==> config.mk <==
export PLATFORM = sky130hd
export DESIGN_NAME = stream_parity_accum
export DESIGN_NICKNAME = d
export VERILOG_FILES = /design/src/rtl/stream_parity_accum.sv
export SDC_FILE = /design/constraint.sdc
export NUM_CORES = 1
export LEC_CHECK = 0
export ABC_AREA = 0
export BUFFER_PORTS_ARGS = -buffer_cell sky130_fd_sc_hd__buf_2
export CORE_UTILIZATION = 32
export DETAILED_ROUTE_END_ITERATION = 16
export GPL_ROUTABILITY_DRIVEN = 1
export PLACE_DENSITY_LB_ADDON = 0.1
export SLEW_MARGIN = 20
export SYNTH_ARGS = -nofsm -noshare
export SYNTH_HDL_FRONTEND = slang
export SYNTH_SLANG_ARGS = --single-unit
==> constraint.sdc <==
create_clock -name clk -period 2.4 [get_ports clk]
set_input_delay 0.24 -clock clk [delete_from_list [all_inputs] [get_ports clk]]
set_output_delay 0.24 -clock clk [all_outputs]
set_load 0.02 [all_outputs]
==> src/rtl/stream_parity_accum.sv <==
// stream_parity_accum: two-stage streaming parity accumulator.
// Per beat f = a ^ b ^ (c & d) is registered in S1, then XOR-accumulated into
// the open frame; the last beat of a frame loads a result register that is
// offered on a valid/ready output together with the beat count and overflow.
// Optional feature macro: PARITY_ERR_CNT_EN adds in_exp_parity / err_count,
// counting output transfers whose parity differs from the expected bit.
module stream_parity_accum #(
  parameter int WIDTH  = 8,
  parameter int CNT_W  = 8,
  parameter bit INVERT = 1'b0
) (
  input  logic             clk,
  input  logic             rst,
  input  logic             in_valid,
  output logic             in_ready,
  input  logic [WIDTH-1:0] in_a,
  input  logic [WIDTH-1:0] in_b,
  input  logic [WIDTH-1:0] in_c,
  input  logic [WIDTH-1:0] in_d,
  input  logic             in_last,
`ifdef PARITY_ERR_CNT_EN
  input  logic             in_exp_parity,
  output logic [15:0]      err_count,
`endif
  output logic             out_valid,
  input  logic             out_ready,
  output logic [WIDTH-1:0] out_syndrome,
  output logic             out_parity,
  output logic [CNT_W-1:0] out_beats,
  output logic             out_overflow
);

  logic             s1_v;
  logic             s1_last;
  logic [WIDTH-1:0] s1_f;

  logic [WIDTH-1:0] acc;
  logic [CNT_W-1:0] cnt;
  logic             ovf;

  logic             res_v;
  logic [WIDTH-1:0] res_syn;
  logic [CNT_W-1:0] res_beats;
  logic             res_ovf;

  logic             s1_adv;
  logic             in_xfer;
  logic             out_xfer;
  logic             cnt_full;
  logic [CNT_W-1:0] cnt_next;

  // Handshake decode: only a last beat can stall, and only on a full, undrained result.
  always_comb begin
    s1_adv   = s1_v & (~s1_last | ~res_v | out_ready);
    in_ready = ~s1_v | s1_adv;
    in_xfer  = in_valid & in_ready;
    out_xfer = res_v & out_ready;
    cnt_full = &cnt;
    cnt_next = cnt_full ? cnt : cnt + CNT_W'(1);
  end

  // Stage 1: capture the per-beat function and frame delimiter.
  always_ff @(posedge clk) begin
    if (rst) begin
      s1_v    <= 1'b0;
      s1_last <= 1'b0;
      s1_f    <= '0;
    end else if (in_xfer) begin
      s1_v    <= 1'b1;
      s1_last <= in_last;
      s1_f    <= in_a ^ in_b ^ (in_c & in_d);
    end else if (s1_adv) begin
      s1_v    <= 1'b0;
    end
  end

  // Open-frame accumulator; cleared as the last beat hands its total to the result.
  always_ff @(posedge clk) begin
    if (rst) begin
      acc <= '0;
      cnt <= '0;
      ovf <= 1'b0;
    end else if (s1_adv) begin
      if (s1_last) begin
        acc <= '0;
        cnt <= '0;
        ovf <= 1'b0;
      end else begin
        acc <= acc ^ s1_f;
        cnt <= cnt_next;
        ovf <= ovf | cnt_full;
      end
    end
  end

  // Result register: a new frame reloads it even in the cycle the old one drains.
  always_ff @(posedge clk) begin
    if (rst) begin
      res_v     <= 1'b0;
      res_syn   <= '0;
      res_beats <= '0;
      res_ovf   <= 1'b0;
    end else if (s1_adv && s1_last) begin
      res_v     <= 1'b1;
      res_syn   <= acc ^ s1_f;
      res_beats <= cnt_next;
      res_ovf   <= ovf | cnt_full;
    end else if (out_xfer) begin
      res_v     <= 1'b0;
    end
  end

  // Output view of the result register.
  always_comb begin
    out_valid    = res_v;
    out_syndrome = res_syn;
    out_parity   = (^res_syn) ^ INVERT;
    out_beats    = res_beats;
    out_overflow = res_ovf;
  end

`ifdef PARITY_ERR_CNT_EN
  logic s1_exp;
  logic res_exp;

  // Expected parity rides alongside S1 and the result register.
  always_ff @(posedge clk) begin
    if (rst) begin
      s1_exp  <= 1'b0;
      res_exp <= 1'b0;
    end else begin
      if (in_xfer) s1_exp <= in_exp_parity;
      if (s1_adv && s1_last) res_exp <= s1_exp;
    end
  end

  // Saturating count of delivered frames whose parity disagrees with expectation.
  always_ff @(posedge clk) begin
    if (rst) begin
      err_count <= '0;
    end else if (out_xfer && (out_parity != res_exp) && !(&err_count)) begin
      err_count <= err_count + 16'd1;
    end
  end
`endif

endmodule

# Word level (Yosys, flattened, before mapping)
# Index checks and enable logic that the tools add are counted.
# totals
register_bits,45
in_bits,37
output_inout_bits,20
wordCells,38
# classes
n_addsub,1
mux,8
bitwise,14
n_reduce_logical,5
# op_table
op,count
$mux 8,3
$xor 8x8->8,3
$add 8x1->8 const B,1
$and 8x8->8,1
$reduce_and 8->1,1
$reduce_xor 8->1,1
$mux 1,5
$or 1x1->1,4
$reduce_bool 2->1,2
$and 1x1->1,3
$not 1->1,3
$logic_and 1x1->1,1

# Logic depth before layout (Yosys ltp)
# Gate-level depths: netlist of the first run.
# logic_depth
word_depth,7
depth_mapped,7
depth_no_buf,6

# Worst setup path after synthesis of the first run
# OpenSTA, ideal clock, no wires.
# synth_timing
path_kind,register -> register
start,register cnt[0]
end,register cnt[0]
setup_ns,0.074
arrival_time_ns,1.658
t_required_ns,2.326
path_slack_ns,0.668
stages_incl_launch_ff,8
path_buffers,2
period_less_slack_ns,1.732
path_cell_list,dfxtp_1 ha_1 and4_1 buf_6 and3_4 buf_6 or3_1 a31oi_1
# synth_via
elab_chain_cells,3
elab_cells_between_ends,4
cone_classes,1 x add/sub; 2 x mux; 1 x reduce/logical
# synth_rtl
element,line_no,text
start: declaration,38,logic [CNT_W-1:0] cnt;
start signal: assignment,90,cnt <= cnt_next;
$add 8x1->8 / $reduce_and 8->1 (equally long branches),"59, 58",
$mux 8 (*),59,cnt_next = cnt_full ? cnt : cnt + CNT_W'(1);
$mux 8 (*),84,if (s1_last) begin
# Every way passes the cells marked *; elsewhere a longest branch is shown, timed or not.
# A chain may end at the register's enable or synchronous reset.

# Worst setup path after layout of the first run
# layout_timing
start,register cnt[0]
end,register cnt[2]
# Same word-level chain as after synthesis.

==> results of run 1 <==
[sequential cells by signal (all words and copies together) (netlist names)]
name,flops
acc,8
cnt,8
out_beats,8
out_syndrome,8
s1_f,8
out_overflow,1
out_valid,1
ovf,1
s1_last,1
s1_v,1
[synth_stat cells (2+ instances only)]
cell type	n
o21ai_0	2
o41ai_1	2
clkbuf_1	12
dfxtp_1	45
nand2b_1	2
a21oi_1	42
nand3_1	14
a211oi_1	10
and2_1	2
nor3_1	6
nand4_1	2
xnor2_1	22
buf_2	2
a31oi_1	4
nor4b_1	7
nor2_1	29
inv_1	9
mux2i_1	3
xor2_1	9
o31ai_1	2
nand2_1	19
buf_6	2
nand3b_1	6
[report_power, final]
| group | internal, mW | leakage [nW] | switching, mW |
|---|---|---|---|
| registers | 0.777 | 0.366 | 0.0268 |
| clock network | 0.229 | 0.0443 | 0.241 |
| logic | 0.113 | 0.621 | 0.134 |
| total | 1.12 | 1.03 | 0.402 |
[worst max path at each step]
| stage | start | endpoint | slack, ns | cells after the start |
|---|---|---|---|---|
| 6_report | cnt[0]$_SDFFE_PP0P_ | cnt[2]$_SDFFE_PP0P_ | 0.55 | 5 |
| 4_1_cts | cnt[0]$_SDFFE_PP0P_ | cnt[2]$_SDFFE_PP0P_ | 0.55 | 5 |
| 3_5_place_dp | cnt[0]$_SDFFE_PP0P_ | cnt[2]$_SDFFE_PP0P_ | 0.56 | 5 |
| 3_3_place_gp | cnt[0]$_SDFFE_PP0P_ | cnt[2]$_SDFFE_PP0P_ | 0.61 | 5 |
| 5_1_grt | cnt[0]$_SDFFE_PP0P_ | cnt[2]$_SDFFE_PP0P_ | 0.44 | 5 |
| 2_1_floorplan | cnt[0]$_SDFFE_PP0P_ | cnt[0]$_SDFFE_PP0P_ | 0.67 | 7 |
[worst max-delay path, delay by kind of cell, from the launching register on]
family | cells | cell delay, ns
flip-flops | 1 | 0.44
AO/OA/AOI/OAI | 1 | 0.33
adder cells (fa/ha/maj) | 1 | 0.29
AND/OR/NAND/NOR | 3 | 0.70
[area by class of cell]
cell class / count / share of cell area (%)
clock buffer: 7 / 3.17
sequential: 45 / 33.1
timing repair buffer: 64 / 12.5
tap: 96 / 4.41
multi-input combinational: 202 / 45.5
inverter: 10 / 1.38
[kinds of logic after synthesis]
group / count (synthesis) / synth area share, %
XOR/XNOR: 31 / 12.0
AO/OA/AOI/OAI: 69 / 18.1
adder cells (fa/ha/maj): 1 / 0.553
AND/OR/NAND/NOR: 98 / 22.7
multiplexers: 3 / 1.33
buffers and inverters: 27 / 5.42
flip-flops: 45 / 39.8
[stage by stage]
stage	setup WS, ns	hold slack (ns)	power (mW)	util (%)	cell area [sq um]
floorplan	0.668	0.432	0.984	-	2260
global placement	0.608	0.437	1.07	38.8	2640
detailed placement	0.562	0.443	1.07	38.8	2640
CTS	0.551	0.233	1.55	40.1	2720
global route	0.436	0.261	1.62	40.1	2720
finish	0.545	0.242	1.52	40.1	2720
[metal layers]
metal	global-route usage, %	vias up	part of all wire (%)
li1	-	1063	-
met1	20.3	883	51
met2	22.0	58	43
met3	3.37	2	4.9
met4	4.09	0	0.56
met5	0	-	0
==> impl_metrics.yaml, run 1 <==
worst_hold_path:
  min_path_cells: 3
  hold_start: "in_last"
  worstHoldPathType: "primary input to flop"
  min_to: "s1_last$_SDFFE_PP0P_"
placement:
  place.port_buffers: 56
  dpl.hpwl_microns: 3720
  gp_congestion: 0.790
  dp_cells: 417
global_routing:
  antenna_found_initial: 0
  grtUsageTotal_pct: 14.4
  grt-ovfl-total: 0
  grt_pass1_wl_microns: 8500
  grt_pass1_vias: 1807
  grt_max_degree: 38
detailed_routing:
  ant_nets: 0
  drt-pass1-iter-count: 4
  wl_per_cell_microns: 12.2
  routed_wl_microns: 5190
  vias: 2006
  drtIter0Drc: 64
  via_per_inst: 4.73
  route.detailed.drc: 0
timing:
  worst_pin_slew_ns: 0.666
  maxSlewViolCount: 0
  fin_skew_ns: 0.00493
  rsz0062_at_grt: "no"
  fin_crit_sh_pct: 77.3
  fmax_mhz: 539
  period_minus_slack_ns: 1.85
  hold_viol: 0
  max_slew_margin_pct: 55.6
  setup_tns_ns: 0
  setup_viol: 0
floorplan:
  fp.dieH_microns: 86.1
  ioPinCount: 57
  core_sq_mm: 0.00679
  die_x_microns: 86.1
  rows: 30
  dieArea_sq_mm: 0.00741
  initial_utilization_pct: 33.3
run:
  cap_violations: 0
cells_and_area:
  layout_commonest_cell: "buf_2"
  drive_gt1_share_pct: 23.8
  area_growth_pct: 20.4
  fillCellCount: 713
  fin_cells: 424
  most-common-layout-cells: "buf_2 (56), dfxtp_1 (45), a21oi_1 (42)"
  regArea_sq_um: 901
  nets: 366
  multiInputGateArea_sq_mm: 0.00124
  num_antenna_cells: 0
logic_synthesis:
  yosysTopAreaCell: "dfxtp_1"
  synth.area.top_cells: "dfxtp_1 (40%), a21oi_1 (9.3%), xnor2_1 (8.5%), nor2_1 (4.8%), xor2_1 (3.5%)"
  ys_seq_area_share_pct: 39.8
  synth_top_area_share_pct: 39.8
  synth_edf_count: 0
  ys_warn_count: 0
  postSynth.asyncResetShare_pct: 0
  synth_cell_type_count: 44
  syn-cell-area_sq_mm: 0.00226
  netlist_instances: 274
  synthFlopType: "dfxtp_1"
  avgSynthCellArea_sq_um: 8.26
  syn_nets: 312
  synth.ff_latch_count: 45
clocking:
  htreeDepth: 2
  cts_resized: 0
  cts_tree: "done"
  cts_buffers: 5
  clock_sinks: 45
  cts.hold.buffers_added: 0
  cts.clk_slew.worst_paths_ns: 0.08
  cts_setup_buffers: 0
  clk_latency_ns: 0.29
  clockBufferDepth: 2
  root_buffer: "clkbuf_8"
worst_setup_path:
  crit_fanout: 10
  crit_type: "flop to flop"
  worst_setup_path_end_kind: "flop"
  reg2reg_to: "cnt[2]$_SDFFE_PP0P_"
  crit_chain: "ha_1 > and4_1 > and3_4 > nor2_4 > a2111oi_2"
  r2r_cells: 5
  start_kind: "flop"
  max_stage_delay_ns: 0.44
  timing.rr.start: "cnt[0]$_SDFFE_PP0P_"
  r2r_slack_ns: 0.55
  worstPathArrival_ns: 2.05
  cp.required_ns: 2.60
  slowest_stage: "dfxtp_1"
pwr:
  cellLeakagePower_nw: 1.03
  p_per_area_mw_per_mm2: 558
  peakVddDrop_uv: 197
run_status:
  status: "complete, no violations"
Note: power is estimated with default switching activity, not from simulation.
==> inputs of run 2 (changes only) <==
- ABC_AREA: 0 -> 1
- clock period: 2.4 -> 1.6 ns (I/O delays scaled with it)
==> run 2 against run 1 <==
Against the previous run: core utilization is 0.38 points higher; cell area is 6.2% lower; non-clock buffer count is 4 lower; clock skew grew 0.0022 ns; power is 42% higher; final cell count decreased by 0.71%; combinational power up 10%; critical path type is now flop to primary output; largest cell class unchanged; largest power group unchanged.
==> impl_metrics.yaml, run 2 <==
clocking:
  root_buffer: "clkbuf_8"
  htreeDepth: 2
  cts_tree: "done"
  cts.clk_slew.worst_paths_ns: 0.09
  cts_setup_buffers: 0
  clock_sinks: 45
  cts_buffers: 5
  clk_latency_ns: 0.30
  clockBufferDepth: 2
logic_synthesis:
  synth_most_common_cell: "nand2_1"
  postSynth.asyncResetShare_pct: 0
  synth.area.top_cells: "dfxtp_1 (43%), nand2_1 (16%), xnor2_1 (12%), a21oi_1 (6.0%), inv_1 (4.7%)"
  ys_seq_area_share_pct: 43.2
  synth.ff_latch_count: 45
  syn-cell-area_sq_mm: 0.00209
  synth_commonest_cells: "nand2_1 (91), dfxtp_1 (45), xnor2_1 (29)"
  synth_cell_type_count: 22
  syn_nets: 320
  synth_edf_count: 0
  synthFlopType: "dfxtp_1"
  avgSynthCellArea_sq_um: 7.40
  yosysTopAreaCell: "dfxtp_1"
  netlist_instances: 282
  ys_warn_count: 0
  synth_top_area_share_pct: 43.2
floorplan:
  dieArea_sq_mm: 0.00685
  die_x_microns: 82.7
  core_sq_mm: 0.00631
  rows: 29
  initial_utilization_pct: 33.0
  fp.dieH_microns: 82.7
  ioPinCount: 57
timing:
  fin_skew_ns: 0.00715
  hold_viol: 0
  worst_pin_slew_ns: 0.316
  setup_viol: 0
  setup_ws_ns: 0.102
  rsz0062_at_grt: "no"
  max_slew_margin_pct: 78.9
  fin_hold_ws_ns: 0.0709
  period_minus_slack_ns: 1.50
  setup_tns_ns: 0
  fmax_mhz: 667
  maxSlewViolCount: 0
  fin_crit_sh_pct: 93.7
worst_hold_path:
  worstHoldPathType: "primary input to flop"
  min_path_cells: 3
  hold_start: "in_last"
  min_to: "s1_last$_SDFFE_PP0P_"
cells_and_area:
  most-common-layout-cells: "nand2_1 (91), buf_2 (56), dfxtp_1 (41)"
  fin_cells: 421
  fillCellCount: 690
  nets: 381
  drive_gt1_share_pct: 24.7
  area_growth_pct: 22.5
  finalInstanceArea_sq_mm: 0.00255
  layout_commonest_cell: "nand2_1"
  fin_util_pct: 40.5
  num_antenna_cells: 0
run_status:
  status: "complete, no violations"
pwr:
  cellLeakagePower_nw: 1.17
  power_mw: 2.16
  peakVddDrop_uv: 386
  p_per_area_mw_per_mm2: 844
worst_setup_path:
  timing.rr.start: "cnt[0]$_SDFFE_PP0P_"
  start_kind: "flop"
  r2r_slack_ns: 0.21
  r2r_cells: 7
  reg2reg_to: "cnt[2]$_SDFFE_PP0P_"
  cp.required_ns: 1.44
  crit_type: "flop to primary output"
  worst_setup_path_end_kind: "primary output"
  worstPathArrival_ns: 1.34
  crit_start: "out_syndrome[4]$_SDFFE_PP0P_"
  crit_fanout: 3
placement:
  dpl.hpwl_microns: 3150
  dp_slack_ns: 0.196
  place.port_buffers: 56
  postPlaceCellArea_sq_mm: 0.00245
  gp_congestion: 0.829
  dp_cells: 413
detailed_routing:
  route.detailed.drc: 0
  via_per_inst: 4.39
  vias: 1849
  wl_per_cell_microns: 10.3
  routed_wl_microns: 4350
  ant_nets: 0
  drtIter0Drc: 51
  drt-pass1-iter-count: 6
global_routing:
  grt-ovfl-total: 0
  antenna_found_initial: 0
  grtUsageTotal_pct: 13.9
  grt_pass1_vias: 1632
  grt_max_degree: 18
  grt_pass1_wl_microns: 7160
run:
  cap_violations: 0
run 2: what timing repair did:
action,4_1_cts,5_1_grt
hold buffers,0,0
gates resized for setup,0,6
endpoints found under the hold margin,0,0
setup endpoints to repair,0,2
run 2: worst max-delay path: stages, from the launching register on:
cell     delay (ns)
dfxtp_2        0.34
xor2_1         0.16
xnor2_1        0.22
inv_1          0.06
nand2_1        0.06
nand2_1        0.04
buf_2          0.15
run 2: how the worst max path moves through the flow:
stage | cells past startpoint | to
finish | 6 | out_parity
detailed placement | 7 | ovf$_SDFFE_PP0P_
CTS | 6 | out_parity
global route | 6 | out_parity
global placement | 7 | ovf$_SDFFE_PP0P_
floorplan | 8 | s1_f[5]$_SDFFE_PP0P_
run 2: logic make-up (layout without fill, tap and decap cells):
family / Yosys count / in the layout / synth area share (%)
compound gates: 47 / 47 / 11.6
xor+xnor: 30 / 30 / 12.6
fa+ha+maj: 1 / 1 / 0.600
buf+inv: 36 / 98 / 7.44
flops: 45 / 45 / 43.2
simple gates: 123 / 123 / 24.5
run 2: report_power, final:
group / switching (mW) / internal, mW / total (mW)
clock: 0.392 / 0.308 / 0.700
combinational: 0.144 / 0.129 / 0.272
sequential: 0.0269 / 1.16 / 1.18
run 2: final cells by class:
type                            count  area, sq um  area share (%)
Tap cell                           77         96.3            3.77
Inverter                           30          113            4.41
Clock buffer                        6         72.6            2.84
Multi-Input combinational cell    201         1040            40.8
Sequential cell                    45          906            35.5
Timing Repair Buffer               60          310            12.1
Clock inverter                      2         15.0           0.588
run 2: metal layers:
metal  GRT usage (%)  part of all wire, %
met2            22.3                   43
met3            3.96                  4.3
met4            4.14                  1.5
met5               0                    0
met1            18.0                   51
==> inputs of run 3 (changes only) <==
- clock period: 1.6 -> 1.7 ns (I/O delays scaled with it)
==> run 3 against run 2 <==
Against the previous run: hold slack improved by 0.016 ns; critical path depth did not move; critical path type unchanged; die area did not move; clock skew fell by 0.00065 ns; register-to-register slack improved by 0.08 ns; critical endpoint unchanged; global-route usage rose by 0.87 points.
==> impl_metrics.yaml, run 3 (synthesized netlist as in run 2, its figures left out) <==
clocking:
  cts_tree: "done"
  cts.hold.buffers_added: 0
  root_buffer: "clkbuf_8"
  clk_latency_ns: 0.30
  cts_setup_buffers: 0
  cts.clk_slew.worst_paths_ns: 0.09
  clock_sinks: 45
  cts_resized: 0
  cts_buffers: 5
  htreeDepth: 2
  clockBufferDepth: 2
run_status:
  status: "complete, no violations"
floorplan:
  rows: 29
  die_x_microns: 82.7
  initial_utilization_pct: 33.0
  dieArea_sq_mm: 0.00685
  fp.dieH_microns: 82.7
  core_sq_mm: 0.00631
  ioPinCount: 57
placement:
  place.port_buffers: 56
  dp_cells: 413
  gp_congestion: 0.806
  dpl.hpwl_microns: 3150
global_routing:
  grt_pass1_wl_microns: 7400
  grt_pass1_vias: 1633
  grtUsageTotal_pct: 14.8
  antenna_found_initial: 0
  grt-ovfl-total: 0
  grt_max_degree: 18
pwr:
  p_per_area_mw_per_mm2: 824
  power_mw: 2.10
  peakVddDrop_uv: 382
  cellLeakagePower_nw: 1.16
worst_setup_path:
  start_kind: "flop"
  cp.required_ns: 1.53
  worst_setup_path_end_kind: "primary output"
  crit_chain: "xor2_1 > xnor2_1 > inv_1 > nand2_1 > nand2_1 > buf_2"
  slowest_stage: "dfxtp_1"
  crit_type: "flop to primary output"
  worstPathArrival_ns: 1.35
  max_stage_delay_ns: 0.39
  worst_path_most_repeated_cell: "nand2_1"
  crit_fanout: 3
cells_and_area:
  fillCellCount: 676
  fin_util_pct: 40.4
  layout_commonest_cell: "nand2_1"
  drive_gt1_share_pct: 23.5
  nets: 381
  regArea_sq_um: 901
  area_growth_pct: 22.3
  multiInputGateArea_sq_mm: 0.00103
  fin_cells: 421
  num_antenna_cells: 0
  most-common-layout-cells: "nand2_1 (91), buf_2 (56), dfxtp_1 (45)"
detailed_routing:
  drtIter0Drc: 48
  ant_nets: 0
  routed_wl_microns: 4430
  wl_per_cell_microns: 10.5
  vias: 1850
  route.detailed.drc: 0
  drt-pass1-iter-count: 4
  via_per_inst: 4.39
worst_hold_path:
  worstHoldPathType: "primary input to flop"
timing:
  period_minus_slack_ns: 1.52
  setup_tns_ns: 0
  rsz0062_at_grt: "no"
  hold_viol: 0
  max_slew_margin_pct: 78.8
  fin_crit_sh_pct: 89.3
  maxSlewViolCount: 0
  fin_skew_ns: 0.00650
  worst_pin_slew_ns: 0.318
  fin_hold_ws_ns: 0.0870
  fmax_mhz: 659
  setup_viol: 0
run:
  cap_violations: 0
==> run 3: metal layers <==
layer / up-vias / GRT usage, % / part of all wire (%)
met2: 40 / 23.4 / 43
li1: 1007 / - / -
met3: 9 / 3.52 / 4.2
met4: 0 / 7.76 / 2.2
met1: 794 / 18.4 / 51
met5: - / 0 / 0
==> run 3: layout make-up <==
type / count / area share [%]
clock inverter: 1 / 0.196
inverter: 30 / 4.41
tap: 77 / 3.78
sequential: 45 / 35.3
timing repair buffer: 60 / 12.2
clock buffer: 7 / 3.78
multi-input combinational: 201 / 40.4
==> run 3: metrics by stage <==
step	setup slack, ns	area, sq um
floorplan	0.209	2090
global placement	0.313	2450
detailed placement	0.301	2450
CTS	0.123	2550
global route	0.0455	2550
finish	0.182	2550
==> run 3: worst paths after layout <==
| check | from | end | slack [ns] | cells past startpoint |
|---|---|---|---|---|
| min | in_last | s1_last$_SDFFE_PP0P_ | 0.09 | 3 |
| min reg2reg | out_beats[3]$_SDFFE_PP0P_ | out_beats[3]$_SDFFE_PP0P_ | 0.44 | 2 |
| max reg2reg | cnt[0]$_SDFFE_PP0P_ | ovf$_SDFFE_PP0P_ | 0.29 | 7 |
| max | out_syndrome[5]$_SDFFE_PP0P_ | out_parity | 0.18 | 6 |
==> run 3: worst max-delay path, delay by kind of cell, from the launching register on <==
kind                   cells  cell delay, ns
flip-flops                 1            0.39
XOR/XNOR                   2            0.35
buffers and inverters      2            0.21
AND/OR/NAND/NOR            2            0.10
==> run 3: power by group <==
group | internal [mW] | switching (mW) | leakage, nW | total, mW
Combinational | 0.121 | 0.136 | 0.745 | 0.257
Sequential | 1.09 | 0.0253 | 0.366 | 1.11
Clock | 0.368 | 0.364 | 0.0542 | 0.732
Total | 1.58 | 0.525 | 1.16 | 2.10
